## src/rtl/fc_pkg.sv

```systemverilog
// fc_pkg: FSM state type and default widths shared by the FC result writer files.
package fc_pkg;
    typedef enum logic [1:0] {IDLE, RUN, DONE} state_t;
    localparam int ADDR_W = 16;
    localparam int DATA_W = 16;
    localparam int ACC_W  = 32;
endpackage

```

## src/rtl/fc_result_writer_if.sv

```systemverilog
// fc_result_writer_if: run control, accumulator input handshake and memory write port.
// master drives start/write_base/in_valid/in_acc/in_bias/mem_busy; slave (the writer)
// drives in_ready/mem_we/mem_addr/mem_wdata/finished.
interface fc_result_writer_if #(
    parameter int ADDR_W = fc_pkg::ADDR_W,
    parameter int DATA_W = fc_pkg::DATA_W,
    parameter int ACC_W  = fc_pkg::ACC_W
);
    logic              start;
    logic [ADDR_W-1:0] write_base;
    logic              in_valid;
    logic [ACC_W-1:0]  in_acc;
    logic [DATA_W-1:0] in_bias;
    logic              in_ready;
    logic              mem_we;
    logic [ADDR_W-1:0] mem_addr;
    logic [DATA_W-1:0] mem_wdata;
    logic              mem_busy;
    logic              finished;
    modport master (
        output start, write_base, in_valid, in_acc, in_bias, mem_busy,
        input  in_ready, mem_we, mem_addr, mem_wdata, finished
    );
    modport slave (
        input  start, write_base, in_valid, in_acc, in_bias, mem_busy,
        output in_ready, mem_we, mem_addr, mem_wdata, finished
    );
endinterface

```

## src/rtl/fc_sat_add.sv

```systemverilog
// fc_sat_add: res = saturate_DATA_W(acc + sext(bias)), combinational.
// Ports: acc (signed ACC_W), bias (signed DATA_W), res (signed DATA_W).
// Macro FC_WRITER_RELU_EN: negative saturated results become 0.
module fc_sat_add #(
    parameter int ACC_W  = fc_pkg::ACC_W,
    parameter int DATA_W = fc_pkg::DATA_W
) (
    input  logic signed [ACC_W-1:0]  acc,
    input  logic signed [DATA_W-1:0] bias,
    output logic signed [DATA_W-1:0] res
);
    // one extra bit so the add itself can never overflow before clamping
    localparam logic signed [ACC_W:0] MAX_V = {{(ACC_W-DATA_W+2){1'b0}}, {(DATA_W-1){1'b1}}};
    localparam logic signed [ACC_W:0] MIN_V = ~MAX_V;
    logic signed [ACC_W:0]    sum;
    logic signed [DATA_W-1:0] sat;
    always_comb begin
        sum = {acc[ACC_W-1], acc} + {{(ACC_W+1-DATA_W){bias[DATA_W-1]}}, bias};
        sat = sum > MAX_V ? MAX_V[DATA_W-1:0] : sum < MIN_V ? MIN_V[DATA_W-1:0] : sum[DATA_W-1:0];
`ifdef FC_WRITER_RELU_EN
        res = sat[DATA_W-1] ? '0 : sat;
`else
        res = sat;
`endif
    end
endmodule

```

## src/rtl/fc_result_writer.sv

```systemverilog
// fc_result_writer: writes NUM_OUT biased, saturated node values to base+i per run.
// Ports: clk, reset (sync, active high), bus (fc_result_writer_if.slave).
// Macro FC_WRITER_RELU_EN (in fc_sat_add) clamps negative results to 0.
module fc_result_writer #(
    parameter int NUM_OUT = 3,
    parameter int ADDR_W  = fc_pkg::ADDR_W,
    parameter int DATA_W  = fc_pkg::DATA_W,
    parameter int ACC_W   = fc_pkg::ACC_W
) (
    input logic               clk,
    input logic               reset,
    fc_result_writer_if.slave bus
);
    import fc_pkg::*;
    localparam int CW = $clog2(NUM_OUT + 1);
    state_t            state_q, state_d;
    logic [CW-1:0]     cnt_q, cnt_d;
    logic [ADDR_W-1:0] base_q, base_d, addr_q, addr_d;
    logic [DATA_W-1:0] wdata_q, wdata_d, result;
    logic              we_q, we_d, ready, xfer, accept, last_done;
    fc_sat_add #(.ACC_W(ACC_W), .DATA_W(DATA_W)) u_sat (
        .acc (bus.in_acc),
        .bias(bus.in_bias),
        .res (result)
    );
    always_ff @(posedge clk) begin
        if (reset) begin
            state_q <= IDLE;
            cnt_q   <= '0;
            base_q  <= '0;
            addr_q  <= '0;
            wdata_q <= '0;
            we_q    <= 1'b0;
        end else begin
            state_q <= state_d;
            cnt_q   <= cnt_d;
            base_q  <= base_d;
            addr_q  <= addr_d;
            wdata_q <= wdata_d;
            we_q    <= we_d;
        end
    end
    // at most one write is ever pending, so a new pair is only taken when the
    // write register is empty or draining this cycle
    always_comb begin
        accept    = state_q == IDLE && bus.start;
        ready     = state_q == RUN && cnt_q < CW'(NUM_OUT) && (!we_q || !bus.mem_busy);
        xfer      = ready && bus.in_valid;
        last_done = cnt_q == CW'(NUM_OUT) && (!we_q || !bus.mem_busy);
        state_d   = accept ? RUN : (state_q == RUN && last_done) ? DONE : state_q == DONE ? IDLE : state_q;
        base_d    = accept ? bus.write_base : base_q;
        cnt_d     = accept ? '0 : xfer ? cnt_q + 1'b1 : cnt_q;
        we_d      = xfer || (we_q && bus.mem_busy);
        addr_d    = xfer ? base_q + ADDR_W'(cnt_q) : addr_q;
        wdata_d   = xfer ? result : wdata_q;
    end
    always_comb begin
        bus.in_ready  = ready;
        bus.mem_we    = we_q;
        bus.mem_addr  = addr_q;
        bus.mem_wdata = wdata_q;
        bus.finished  = state_q == DONE;
    end
endmodule

```

## src/flat_wrapper.sv

```systemverilog
// flat-port wrapper written by rule: the top's interface ports become plain ports
module fc_result_writer_flat import fc_pkg::*;
#(
    parameter int NUM_OUT = 3,
    parameter int ADDR_W  = fc_pkg::ADDR_W,
    parameter int DATA_W  = fc_pkg::DATA_W,
    parameter int ACC_W   = fc_pkg::ACC_W
)
  (clk, reset, bus_start, bus_write_base, bus_in_valid, bus_in_acc, bus_in_bias, bus_mem_busy, bus_in_ready, bus_mem_we, bus_mem_addr, bus_mem_wdata, bus_finished);
  fc_result_writer_if #(.ADDR_W(ADDR_W), .DATA_W(DATA_W), .ACC_W(ACC_W)) bus_i ();
  input logic clk;
  input logic reset;
  input wire logic [$bits(bus_i.start)-1:0] bus_start;
  input wire logic [$bits(bus_i.write_base)-1:0] bus_write_base;
  input wire logic [$bits(bus_i.in_valid)-1:0] bus_in_valid;
  input wire logic [$bits(bus_i.in_acc)-1:0] bus_in_acc;
  input wire logic [$bits(bus_i.in_bias)-1:0] bus_in_bias;
  input wire logic [$bits(bus_i.mem_busy)-1:0] bus_mem_busy;
  output wire logic [$bits(bus_i.in_ready)-1:0] bus_in_ready;
  output wire logic [$bits(bus_i.mem_we)-1:0] bus_mem_we;
  output wire logic [$bits(bus_i.mem_addr)-1:0] bus_mem_addr;
  output wire logic [$bits(bus_i.mem_wdata)-1:0] bus_mem_wdata;
  output wire logic [$bits(bus_i.finished)-1:0] bus_finished;
  assign bus_i.start = bus_start;
  assign bus_i.write_base = bus_write_base;
  assign bus_i.in_valid = bus_in_valid;
  assign bus_i.in_acc = bus_in_acc;
  assign bus_i.in_bias = bus_in_bias;
  assign bus_i.mem_busy = bus_mem_busy;
  assign bus_in_ready = bus_i.in_ready;
  assign bus_mem_we = bus_i.mem_we;
  assign bus_mem_addr = bus_i.mem_addr;
  assign bus_mem_wdata = bus_i.mem_wdata;
  assign bus_finished = bus_i.finished;
  fc_result_writer #(.NUM_OUT(NUM_OUT), .ADDR_W(ADDR_W), .DATA_W(DATA_W), .ACC_W(ACC_W)) u_core (.clk(clk), .reset(reset), .bus(bus_i));
endmodule
```

## config.mk

```make
export PLATFORM = sky130hd
export DESIGN_NAME = fc_result_writer_flat
export DESIGN_NICKNAME = d
export VERILOG_FILES = /design/src/rtl/fc_pkg.sv /design/src/rtl/fc_result_writer_if.sv /design/src/rtl/fc_sat_add.sv /design/src/rtl/fc_result_writer.sv /design/src/flat_wrapper.sv
export SDC_FILE = /design/constraint.sdc
export NUM_CORES = 1
export LEC_CHECK = 0
export ABC_AREA = 1
export CORE_MARGIN = 10
export CORE_UTILIZATION = 30
export CTS_BUF_LIST = sky130_fd_sc_hd__clkbuf_4 sky130_fd_sc_hd__clkbuf_8
export DETAILED_ROUTE_END_ITERATION = 10
export PLACE_DENSITY_LB_ADDON = 0.15
export SYNTH_ARGS = -nofsm -noshare
export SYNTH_HDL_FRONTEND = slang
export SYNTH_SLANG_ARGS = --single-unit
```

## constraint.sdc

```tcl
create_clock -name clk -period 3.1 [get_ports clk]
set_input_delay 0.62 -clock clk [delete_from_list [all_inputs] [get_ports clk]]
set_output_delay 0.62 -clock clk [all_outputs]
set_load 0.1 [all_outputs]
```

# Word level (Yosys, flattened, before mapping)
# Cells that the tools add are included.
[op_classes]
n_eq_ne = 3
n_bitwise = 0
div = 0
n_reduce_logical = 15
order_cmp = 3
n_shift = 0
n_addsub = 3
n_mux = 5
n_mul = 0
[op_table]
columns = ["cell", "n"]
rows = [
  ["$add 32x16->33", 1],
  ["$gt 33x16->1 const B", 1],
  ["$lt 33x16->1 const B", 1],
  ["$mux 16", 2],
  ["$add 16x2->16", 1],
  ["$logic_and 1x1->1", 7],
  ["$eq 2x2->1 const B", 2],
  ["$mux 2", 2],
  ["$reduce_bool 3->1", 1],
  ["$add 2x1->2 const B", 1],
  ["$eq 2x1->1 const B", 1],
  ["$logic_not 1->1", 2],
  ["$logic_not 2->1", 1],
  ["$logic_or 1x1->1", 2],
  ["$lt 2x2->1 const B", 1],
  ["$reduce_bool 2->1", 1],
  ["$reduce_or 2->1", 1],
  ["$mux 1", 1],
]
[word_totals]
latchBits = 0
ff_bits = 53
out_inout_bits = 35
rom_bits = 0
ram_bits = 0
in_bits = 69
elab_cells = 36
memories = 0

# Depth between registers and ports, before layout
# Gate-level depths: netlist of the first run.
[logic_depth]
ltp_word = 6
depth_mapped = 21

# Cells and area by module
# Synthesis of the first run repeated with hierarchy kept, for this count alone.
[hier_totals]
cells_unflattened = 912
area_unflattened_um2 = 5243.8
[by_module_without_submodules]
columns = ["mod", "seq_area_each_um2", "cells_per_inst", "n_inst", "area_each_um2"]
rows = [
  ["fc_sat_add", 0.0, 595, 1, 2889.0],
  ["fc_result_writer", 1061.0, 317, 1, 2354.8],
]

# Least setup slack after synthesis of the first run
# OpenSTA, ideal clock, no wires.
[synth_timing]
path_type = "reg2reg"
start = "reg u_core.we_q, in the netlist u_core.bus.mem_we"
end = "reg u_core.addr_q[10], in the netlist u_core.bus.mem_addr[10]"
slack_ns = -2.286
path_buffers = 1
stages_incl_launch_ff = 10
arrival_time_ns = 5.329
setup_ns = 0.057
required_time_ns = 3.043
path_cell_list = "dfxtp_1 -> nand2_1 -> inv_1 -> nor4_1 -> nand2_1 -> inv_1 -> clkbuf_1 -> o21ai_0 -> o21bai_1 -> inv_1"
[synth_between]
elab_chain_cells = 4
[synth_lines]
columns = ["element", "line", "text"]
rows = [
  ["from (decl)", "fc_result_writer.sv:20", "logic we_q, we_d, ready, xfer, accept, last_done;"],
  ["from (signal assigned)", "fc_result_writer.sv:40", "we_q <= we_d;"],
  ["$logic_not 1->1", "fc_result_writer.sv:47", "ready = state_q == RUN && cnt_q < CW'(NUM_OUT) && (!we_q || !bus.mem_busy);"],
  ["$logic_or 1x1->1", "fc_result_writer.sv:47", ""],
  ["$logic_and 1x1->1", "fc_result_writer.sv:47", ""],
  ["net bus_in_ready", "flat_wrapper.sv:19", "output wire logic [$bits(bus_i.in_ready)-1:0] bus_in_ready;"],
  ["$logic_and 1x1->1", "fc_result_writer.sv:48", "xfer = ready && bus.in_valid;"],
  ["to (signal assigned)", "fc_result_writer.sv:38", "addr_q <= addr_d;"],
  ["to (decl)", "fc_result_writer.sv:18", "logic [ADDR_W-1:0] base_q, base_d, addr_q, addr_d;"],
]
# The timed path passes the listed nets, and every way through them passes these cells.
# A chain may end at the register's enable or synchronous reset.

# Worst setup path after layout of the first run
[layout_timing]
start = "in bus_in_bias[15]"
end = "reg u_core.wdata_q[4], in the netlist u_core.bus.mem_wdata[4]"
[layout_between]
elab_chain_cells = 4
elab_cells_between_ends = 5
[layout_lines]
columns = ["element", "line", "text"]
rows = [
  ["from (decl)", "flat_wrapper.sv:17", "input wire logic [$bits(bus_i.in_bias)-1:0] bus_in_bias;"],
  ["$add 32x16->33 (*)", "fc_sat_add.sv:18", "sum = {acc[ACC_W-1], acc} + {{(ACC_W+1-DATA_W){bias[DATA_W-1]}}, bias};"],
  ["$lt 33x16->1", "fc_sat_add.sv:19", "sat = sum > MAX_V ? MAX_V[DATA_W-1:0] : sum < MIN_V ? MIN_V[DATA_W-1:0] : sum[DATA_W-1:0];"],
  ["$mux 16", "fc_sat_add.sv:19", ""],
  ["$mux 16 (*)", "fc_sat_add.sv:19", ""],
  ["to (signal assigned)", "fc_result_writer.sv:39", "wdata_q <= wdata_d;"],
  ["to (decl)", "fc_result_writer.sv:19", "logic [DATA_W-1:0] wdata_q, wdata_d, result;"],
]
# Mark *: on every way between the ends. The rest lies on a longest branch, timed or not.

==> results of run 1 <==
[power by group through the flow]
stage / Clock [W] / Combinational (W) / Sequential (W)
global placement: 0 / 0.00135 / 0.000782
global route: 0.000543 / 0.00163 / 0.000775
floorplan: 0 / 0.000606 / 0.00102
finish: 0.000500 / 0.00149 / 0.000768
CTS: 0.000516 / 0.00140 / 0.000768
detailed placement: 0 / 0.00135 / 0.000783
[critical path, cell delays in order]
cell and delay [ps]:
dlygate4sd2_1 260, buf_6 160, ha_2 400, nand2_2 110, nor2_2 130, buf_4 130
nand2_1 80, nor2_1 140, nand2_2 90, nand4_1 100, nand2_1 70, nor2_2 120
nand3_2 80, nor2_2 120, nand3_2 100, a21oi_4 240, buf_12 170, a21oi_1 60
[placed cells by master, fill, tap and decap left out, types with 8 or more instances in the layout]
master and instances:
nand2_1 247, buf_4 154, inv_1 133, clkdlybuf4s50_1 64
dfxtp_1 52, nand3_1 43, o21ai_0 42, nor2_1 35
a21oi_1 30, xor2_1 26, nor2_2 23, nand2_2 22
a21oi_2 22, nand4_1 17, ha_4 16, ha_1 15
nand3_2 12, o21bai_1 10, nor2_4 8
[cells by family after synthesis]
family / count (synthesis)
AOI/OAI and AO/OA: 123
and+or+nand+nor: 435
DFF: 53
buffers and inverters: 153
adders and majority gates: 37
xor gates and xnor gates: 29
[state kept, by name (all words and copies together) (netlist names)]
| signal | cells |
|---|---|
| u_core.bus.mem_we | 1 |
| u_core.cnt_q | 2 |
| u_core.state_q | 2 |
| u_core.base_q | 16 |
| u_core.bus.mem_wdata | 16 |
| u_core.bus.mem_addr | 16 |
[per-stage QoR]
stage,hold slack (ps),util [%]
2_1_floorplan,445.6,-
3_3_place_gp,456.1,42.90
3_5_place_dp,461.7,42.90
4_1_cts,476.1,44.86
5_1_grt,496.6,47.39
6_report,480.5,47.39
[how the worst max path moves through the flow]
stage / from / endpoint / slack (ps) / cells past startpoint
2_1_floorplan: bus_mem_busy / u_core.bus.mem_addr[10] / 90 / 9
3_3_place_gp: bus_in_bias[15] / u_core.bus.mem_wdata[4] / -480 / 18
3_5_place_dp: bus_in_bias[15] / u_core.bus.mem_wdata[0] / -480 / 18
4_1_cts: bus_in_bias[0] / u_core.bus.mem_wdata[1] / 20 / 21
5_1_grt: bus_in_acc[5] / u_core.bus.mem_wdata[3] / -4 / 20
6_report: bus_in_bias[15] / u_core.bus.mem_wdata[4] / 130 / 18
[per-layer routing]
layer  share of wire (%)  track usage (%)  vias to the layer above
met1                  46            18.19                     2512
li1                    -                -                     3078
met5                   0                0                        -
met4                 1.6            3.974                        0
met2                  48            25.82                      104
met3                 4.1            2.093                       17
[what timing repair did]
item                       in CTS  in global routing
pin swaps                       4                 34
setup endpoints to repair      16                 15
gates cloned                    1                  1
resized for setup              37                 85
setup buffers                   2                  3
[layout make-up]
cell class                      instances  area, µm²  share of cell area (%)
Clock buffer                            7      90.09                   1.154
Sequential cell                        53       1062                   13.61
Timing Repair Buffer                  227       1933                   24.77
Clock inverter                          1      30.03                  0.3848
Multi-Input combinational cell        625       3887                   49.82
Inverter                              140      525.5                   6.734
Tap cell                              220      275.3                   3.527
==> results.md, run 1 <==
* TNS Setup at 0 ps
* Antenna-violating nets left at 0
* Critical path arrival at 3180 ps
* Syn Area/Cell at 6.012 µm²
* Yosys warns at 0
* Detailed-router iteration count before antenna repair at 5
* Endpoint of the worst hold path: u_core.bus.mem_addr[2]
* Syn_nets at 936
* Diode count at 0
* Post-Synth Adder-Cell Area at about a tenth
* Vias at 5711
* Final-report hold violation count at 0
* Post-DP Area at 7064 µm²
* Worst Setup Start Kind: input port
* Mux cell area share after synthesis at 0%
* Routed len/inst at around 13 µm
* Outcome: complete, no violations
* Core area at 16470 µm²
* Comb pwr share at a little over half
* # DRC at 0
* Die ar. at roughly 22000 µm²
* Initial antenna violation count at 0
* Post-synthesis sequential area ratio at 21.26%
* Clk Latency, worst-skew pair at 310 ps
* Routability congestion estimate at 0.8767
* Worst-path clk slew at 100 ps
* Setup Crit Path Kind: in -> reg
* Reg-to-reg critical path endpoint: u_core.bus.mem_addr[14]
* Clk pwr share at 18.2%
* DIE WIDTH at 149.0 µm
* Crit share post-route at around 96%
* Row count at 47
* Slew Viols, Final at 0
* Largest family of logic cells by synthesized area: simple AND/OR/NAND/NOR gates
* Achievable Freq at 0.3366 GHz
* Global-route wire length before repair at 27140 µm
* CTS tree: yes
* Setup ws final at 129.1 ps
* Number of vias per cell at 4.486
* Max Cap Viol at 0
* DRT iter0 DRCs at 222
* Commonest cells post-synth: nand2_1 (269), inv_1 (137), nor2_1 (57)
* Total track usage at 14.68%
* Synth Area in Compound Gates at 14.67%
* Top-count cell post-synth: nand2_1
* GR Overflow Total at 0
* Worst-Margin Slew at 508.7 ps
* DP HPWL at 14090 µm
* Final setup violation count at 0
* CP endpoint kind: register
* Post-Synthesis Cells at 830
* Final WL at 16900 µm
* Reg2reg start: u_core.cnt_q[0]
* P&R area growth vs syn at 56.39%
* CP required at 3310 ps
* Pwr Total at 0.002754 W
* Vias in the first global route at 5678
* Clock net sink count at 53
* Die height at 149.0 µm
* Mapped cell area at 4990 µm²
* Peak VDD IR at 0.0002463 V
* Cell leakage power at 3.877 nW
* CTS H-tree lvls at 2
* Clk_skew at 10.40 ps
* R2R Setup Slk at approximately 680 ps
* Hold Path Class: reg -> reg
* Post-synth top area share at about a fifth
* Root cell of the clock tree: clkbuf_8
* Pin count of the biggest net entering global routing at 39
* Port Buffers at between 100 and 150
* Cell taking the most area after synthesis: dfxtp_1
* Layout cell share with drive strength beyond 1 at 28.87%
* Design area at 7804 µm²
* Filler cells at 1766
* TritonCTS Buffers at 5
* HP Start: u_core.bus.mem_addr[2]
* Pwr Density at 352.8 nW/µm²
* Layout Cells excl Fill at 1273
* Initial core utilization at 30.30%
* Top cells by area, synth: dfxtp_1 (21%), nand2_1 (20%), inv_1 (10%)
* Period minus WS final at 2971 ps
* Sequential Power Share at 27.9%
* Count of different cell masters after synthesis at 37
* Worst rel slew slack at 65.98%
* Internal power at 0.001593 W
* Reported net switching power at ~0.0012 W
* Switching Share at 42.15%
* CTS Buffer Depth at 2
* FF-to-FF path depth at 11
* Fin nets at 1158
* Setup WS pre-CTS at -478.1 ps
* #FFs+latches synth at 53
* Number of flops mapped to enable cells by yosys at 0
* Hold Path Stages at 2
* Placed Cells at 1258
* Commonest register cell after synthesis: dfxtp_1
* CTS Hold Bufs at 0
* Num ports at around 100
* Asr flop ratio synth at 0%
* CP Max Fanout at 8
* Xor/xnor cell area share of the yosys netlist at 5.241%
* Simple-Gate Fraction of Synth Area at 37.29%
(Power assumes the default switching activity.)
==> run 2, diff against run 1 <==
Settings changed: CELL_PAD_IN_SITES_DETAIL_PLACEMENT from default to 0, CELL_PAD_IN_SITES_GLOBAL_PLACEMENT from default to 1, SYNTH_HIERARCHICAL from default to 1.
==> run 2 against run 1 <==
  * First-iteration DRC count is 14% higher
  * Register-to-register slack better by 290 ps
  * Fmax is 2.2% higher
  * Utilization is 1.5 points lower
  * Largest power group unchanged
  * Die area is 4.4% higher
  * Worst hold slack worse by 11 ps
  * Non-clock buffer count is 24 lower
  * Final cell count is 4.7% higher
  * Synthesized cell count is 9.9% higher
  * Via count is 3.4% higher
  * Critical path type unchanged
  * Critical path depth stayed put
==> results.md, run 2 <==
* Outcome: complete, no violations (unchanged)
* DRT met1 WL at 8853 µm (was 7769 µm)
* Worst Setup EP: u_core/bus.mem_wdata[9] (was u_core.bus.mem_wdata[4])
* Row count at 48 (was 47)
* Worst-path clk slew at 100 ps (about the same)
* Syn_nets at 1018 (was 936)
* DRT iter0 DRCs at 253 (was 222)
* Layout cell share with drive strength beyond 1 at 26.90% (was 28.87%)
* Detailed-router iteration count before antenna repair at 4 (was 5)
* FF-to-FF path depth at 9 (was 11)
* Number of flops mapped to enable cells by yosys at 0 (unchanged)
* Worst-Margin Slew at 841.7 ps (was 508.7 ps)
* WL met2 at 8242 µm (was 8153 µm)
* Sequential Power Share at 29.1% (was 27.9%)
* FF/Latch Area at 1061 µm² (was 1062 µm²)
* CTS tree: yes (unchanged)
* Cell leakage power at 3.988 nW (was 3.877 nW)
* Achievable Freq at 0.3441 GHz (was 0.3366 GHz)
* Worst rel slew slack at 43.82% (was 65.98%)
* Setup Crit Path Kind: in -> reg (unchanged)
* R2R Setup Slk at 970 ps (was 680 ps)
* Port Buffers at 103 (unchanged)
* Count of different cell masters after synthesis at 36 (was 37)
* CP required at 3300 ps (was 3310 ps)
* Diode count at 0 (unchanged)
* GR Overflow Total at 0 (unchanged)
* #FFs+latches synth at 53 (unchanged)
* Final WL at 17720 µm (was 16900 µm)
* Switching Share at 43.63% (was 42.15%)
* Crit. Startpoint: bus_in_acc[16] (was bus_in_bias[15])
* Filler cells at 1862 (was 1766)
* DP HPWL at 14430 µm (was 14090 µm)
* Reg-to-reg critical path endpoint: u_core/bus.mem_addr[8] (was u_core.bus.mem_addr[14])
* Post-synth top area share at 23.48% (was 21.26%)
* Pin count of the biggest net entering global routing at 33 (was 39)
* Asr flop ratio synth at 0% (unchanged)
* TritonCTS Buffers at 5 (unchanged)
* Most common cell after layout, fill and taps aside: nand2_1 (unchanged)
* Vias at 5903 (was 5711)
* Slew Viols, Final at 0 (unchanged)
* CP Max Fanout at 7 (was 8)
* Num ports at 104 (unchanged)
* Hold Path Class: reg -> reg (unchanged)
* Multi-input logic area at 4066 µm² (was 3887 µm²)
* TNS Setup at 0 ps (unchanged)
* Clk_skew at 15.36 ps (was 10.40 ps)
* CP endpoint kind: register (unchanged)
* Most frequent cells in the layout: nand2_1 (302), inv_1 (156), buf_4 (131) (was nand2_1 (247), buf_4 (154), inv_1 (133))
* Initial antenna violation count at 0 (unchanged)
* Vias in the first global route at 5635 (was 5678)
* Number of vias per cell at 4.428 (was 4.486)
* DIE WIDTH at 152.2 µm (was 149.0 µm)
* Cell taking the most area after synthesis: nand2_1 (was dfxtp_1)
* Routed len/inst at 13.29 µm (was 13.27 µm)
* Die height at 152.2 µm (was 149.0 µm)
* Internal power at 0.001480 W (was 0.001593 W)
* Worst hold slack at 469.6 ps (was 480.5 ps)
* Yosys warns at 6 (was 0)
* Core area at 17240 µm² (was 16470 µm²)
* Die ar. at 23170 µm² (was 22190 µm²)
* Crit share post-route at 93.76% (was 95.83%)
* Clock net sink count at 53 (unchanged)
* Top cells by area, synth: nand2_1 (23%), dfxtp_1 (20%), inv_1 (12%) (was dfxtp_1 (21%), nand2_1 (20%), inv_1 (10%))
* Syn Area/Cell at 5.750 µm² (was 6.012 µm²)
* CTS Buffer Depth at 2 (unchanged)
* Pwr Total at 0.002626 W (was 0.002754 W)
* Post-Synthesis Cells at 912 (was 830)
* Reported net switching power at 0.001146 W (was 0.001161 W)
* Critical path arrival at 3100 ps (was 3180 ps)
* Fin nets at 1213 (was 1158)
* Reg2reg start: u_core/cnt_q[0] (was u_core.cnt_q[0])
* Top-count cell post-synth: nand2_1 (unchanged)
* Final setup violation count at 0 (unchanged)
* Clk Latency, worst-skew pair at 310 ps (about the same)
* Metal3 WL at 582 µm (was 695 µm)
* Peak VDD IR at 0.0002068 V (was 0.0002463 V)
* P&R area growth vs syn at 50.87% (was 56.39%)
* Pwr Density at 331.9 nW/µm² (was 352.8 nW/µm²)
* Final-report hold violation count at 0 (unchanged)
* Clk pwr share at 15.7% (was 18.2%)
* Mapped cell area at 5244 µm² (was 4990 µm²)
* CTS Hold Bufs at 0 (unchanged)
* Antenna-violating nets left at 0 (unchanged)
* Comb pwr share at 55.2% (was 54.0%)
* # DRC at 0 (unchanged)
* Period minus WS final at 2906 ps (was 2971 ps)
* HP Start: u_core/bus.mem_wdata[2] (was u_core.bus.mem_addr[2])
* Root cell of the clock tree: clkbuf_8 (unchanged)
* Highest routed metal layer: met4 (unchanged)
* Global-route wire length before repair at 28410 µm (was 27140 µm)
* Max Cap Viol at 0 (unchanged)
* Routability congestion estimate at 0.8287 (was 0.8767)
* Initial core utilization at 30.42% (was 30.30%)
* CTS H-tree lvls at 2 (unchanged)
* Post-synthesis sequential area ratio at 20.23% (was 21.26%)
* Worst Setup Start Kind: input port (unchanged)
* Commonest cells post-synth: nand2_1 (328), inv_1 (163), nor2_1 (67) (was nand2_1 (269), inv_1 (137), nor2_1 (57))
* Fin util at 45.90% (was 47.39%)
* Commonest register cell after synthesis: dfxtp_1 (unchanged)
* Total track usage at 14.43% (was 14.68%)
-- run 2: cell types whose count changed after synthesis, sizes merged, moves of 7 or more --
| cell | delta |
|---|---|
| nand2 | +69 |
| o21bai | -10 |
| o22ai | -7 |
| nor2 | +14 |
| xor2 | -8 |
| o21ai | -9 |
| a21oi | +14 |
| inv | +27 |
| buf | +9 |
-- run 2: metal layers --
layer / up-vias / GRT usage [%]
met1: 2607 / 19.72
met5: - / 0
met3: 2 / 2.004
met4: 0 / 1.696
li1: 3203 / -
met2: 91 / 24.09
-- run 2: worst max-delay path, cell delays in order --
cell             delay, ps
clkdlybuf4s50_1        450
ha_4                   300
nand2_1                 80
nor2_1                 120
inv_1                  100
nor2_4                 130
buf_4                  140
nand4_1                130
nand4_1                140
nand3b_1                90
nor2_1                 100
nand2_1                 90
nor2_2                 170
nand3_4                140
nand2_4                130
nand2_1                 70
nand2_1                 60
a21oi_1                 50
-- run 2: logic make-up after synthesis --
group | Yosys count | synth area share, %
AOI/OAI and AO/OA | 105 | 10.74
xor gates and xnor gates | 20 | 3.484
adders and majority gates | 37 | 9.115
buffers and inverters | 184 | 14.13
DFF | 53 | 20.23
and+or+nand+nor | 513 | 42.30
-- run 2: final cells by class --
cell class | count | area share, %
Sequential cell | 53 | 13.41
Clock inverter | 2 | 0.1740
Timing Repair Buffer | 203 | 22.57
Multi-Input combinational cell | 677 | 51.40
Clock buffer | 6 | 0.9647
Tap cell | 225 | 3.558
Inverter | 167 | 7.923
-- run 2: per-stage QoR --
step	setup slack (ps)	cells	cell area, µm²
floorplan	393.1	912	5244
CTS	1.017	1328	7443
global placement	-509.6	1311	7041
global route	-18.45	1333	7911
detailed placement	-533.3	1311	7041
finish	193.6	1333	7911
-- run 2: timing repair --
item / CTS / global route
pin swaps: 17 / 41
cloned: 3 / 0
gates resized for setup: 48 / 97
setup buffers: 6 / 5
endpoints found under the setup margin: 15 / 15
-- run 2: how the worst min path moves through the flow --
stage | endpoint | slack, ps | cells after the start
2_1_floorplan | u_core/base_q[15] | 440 | 2
3_3_place_gp | u_core/state_q[1] | 450 | 2
3_5_place_dp | u_core/bus.mem_wdata[2] | 460 | 2
4_1_cts | u_core/bus.mem_wdata[2] | 470 | 2
5_1_grt | u_core/bus.mem_wdata[2] | 490 | 2
6_report | u_core/bus.mem_wdata[2] | 470 | 2
-- run 2: power by group through the flow --
stage | logic (W) | registers (W) | clock network, W
2_1_floorplan | 0.000621 | 0.000976 | 0
3_3_place_gp | 0.00128 | 0.000780 | 0
3_5_place_dp | 0.00128 | 0.000780 | 0
4_1_cts | 0.00136 | 0.000765 | 0.000427
5_1_grt | 0.00159 | 0.000772 | 0.000450
6_report | 0.00145 | 0.000764 | 0.000412
==> run 3, diff against run 2 <==
Settings changed: ABC_CLOCK_PERIOD_IN_PS from default to 3100, CAP_MARGIN from default to 20.
==> results of run 3 <==
No change in the layout: final DEF, timing and power equal those of run 2.
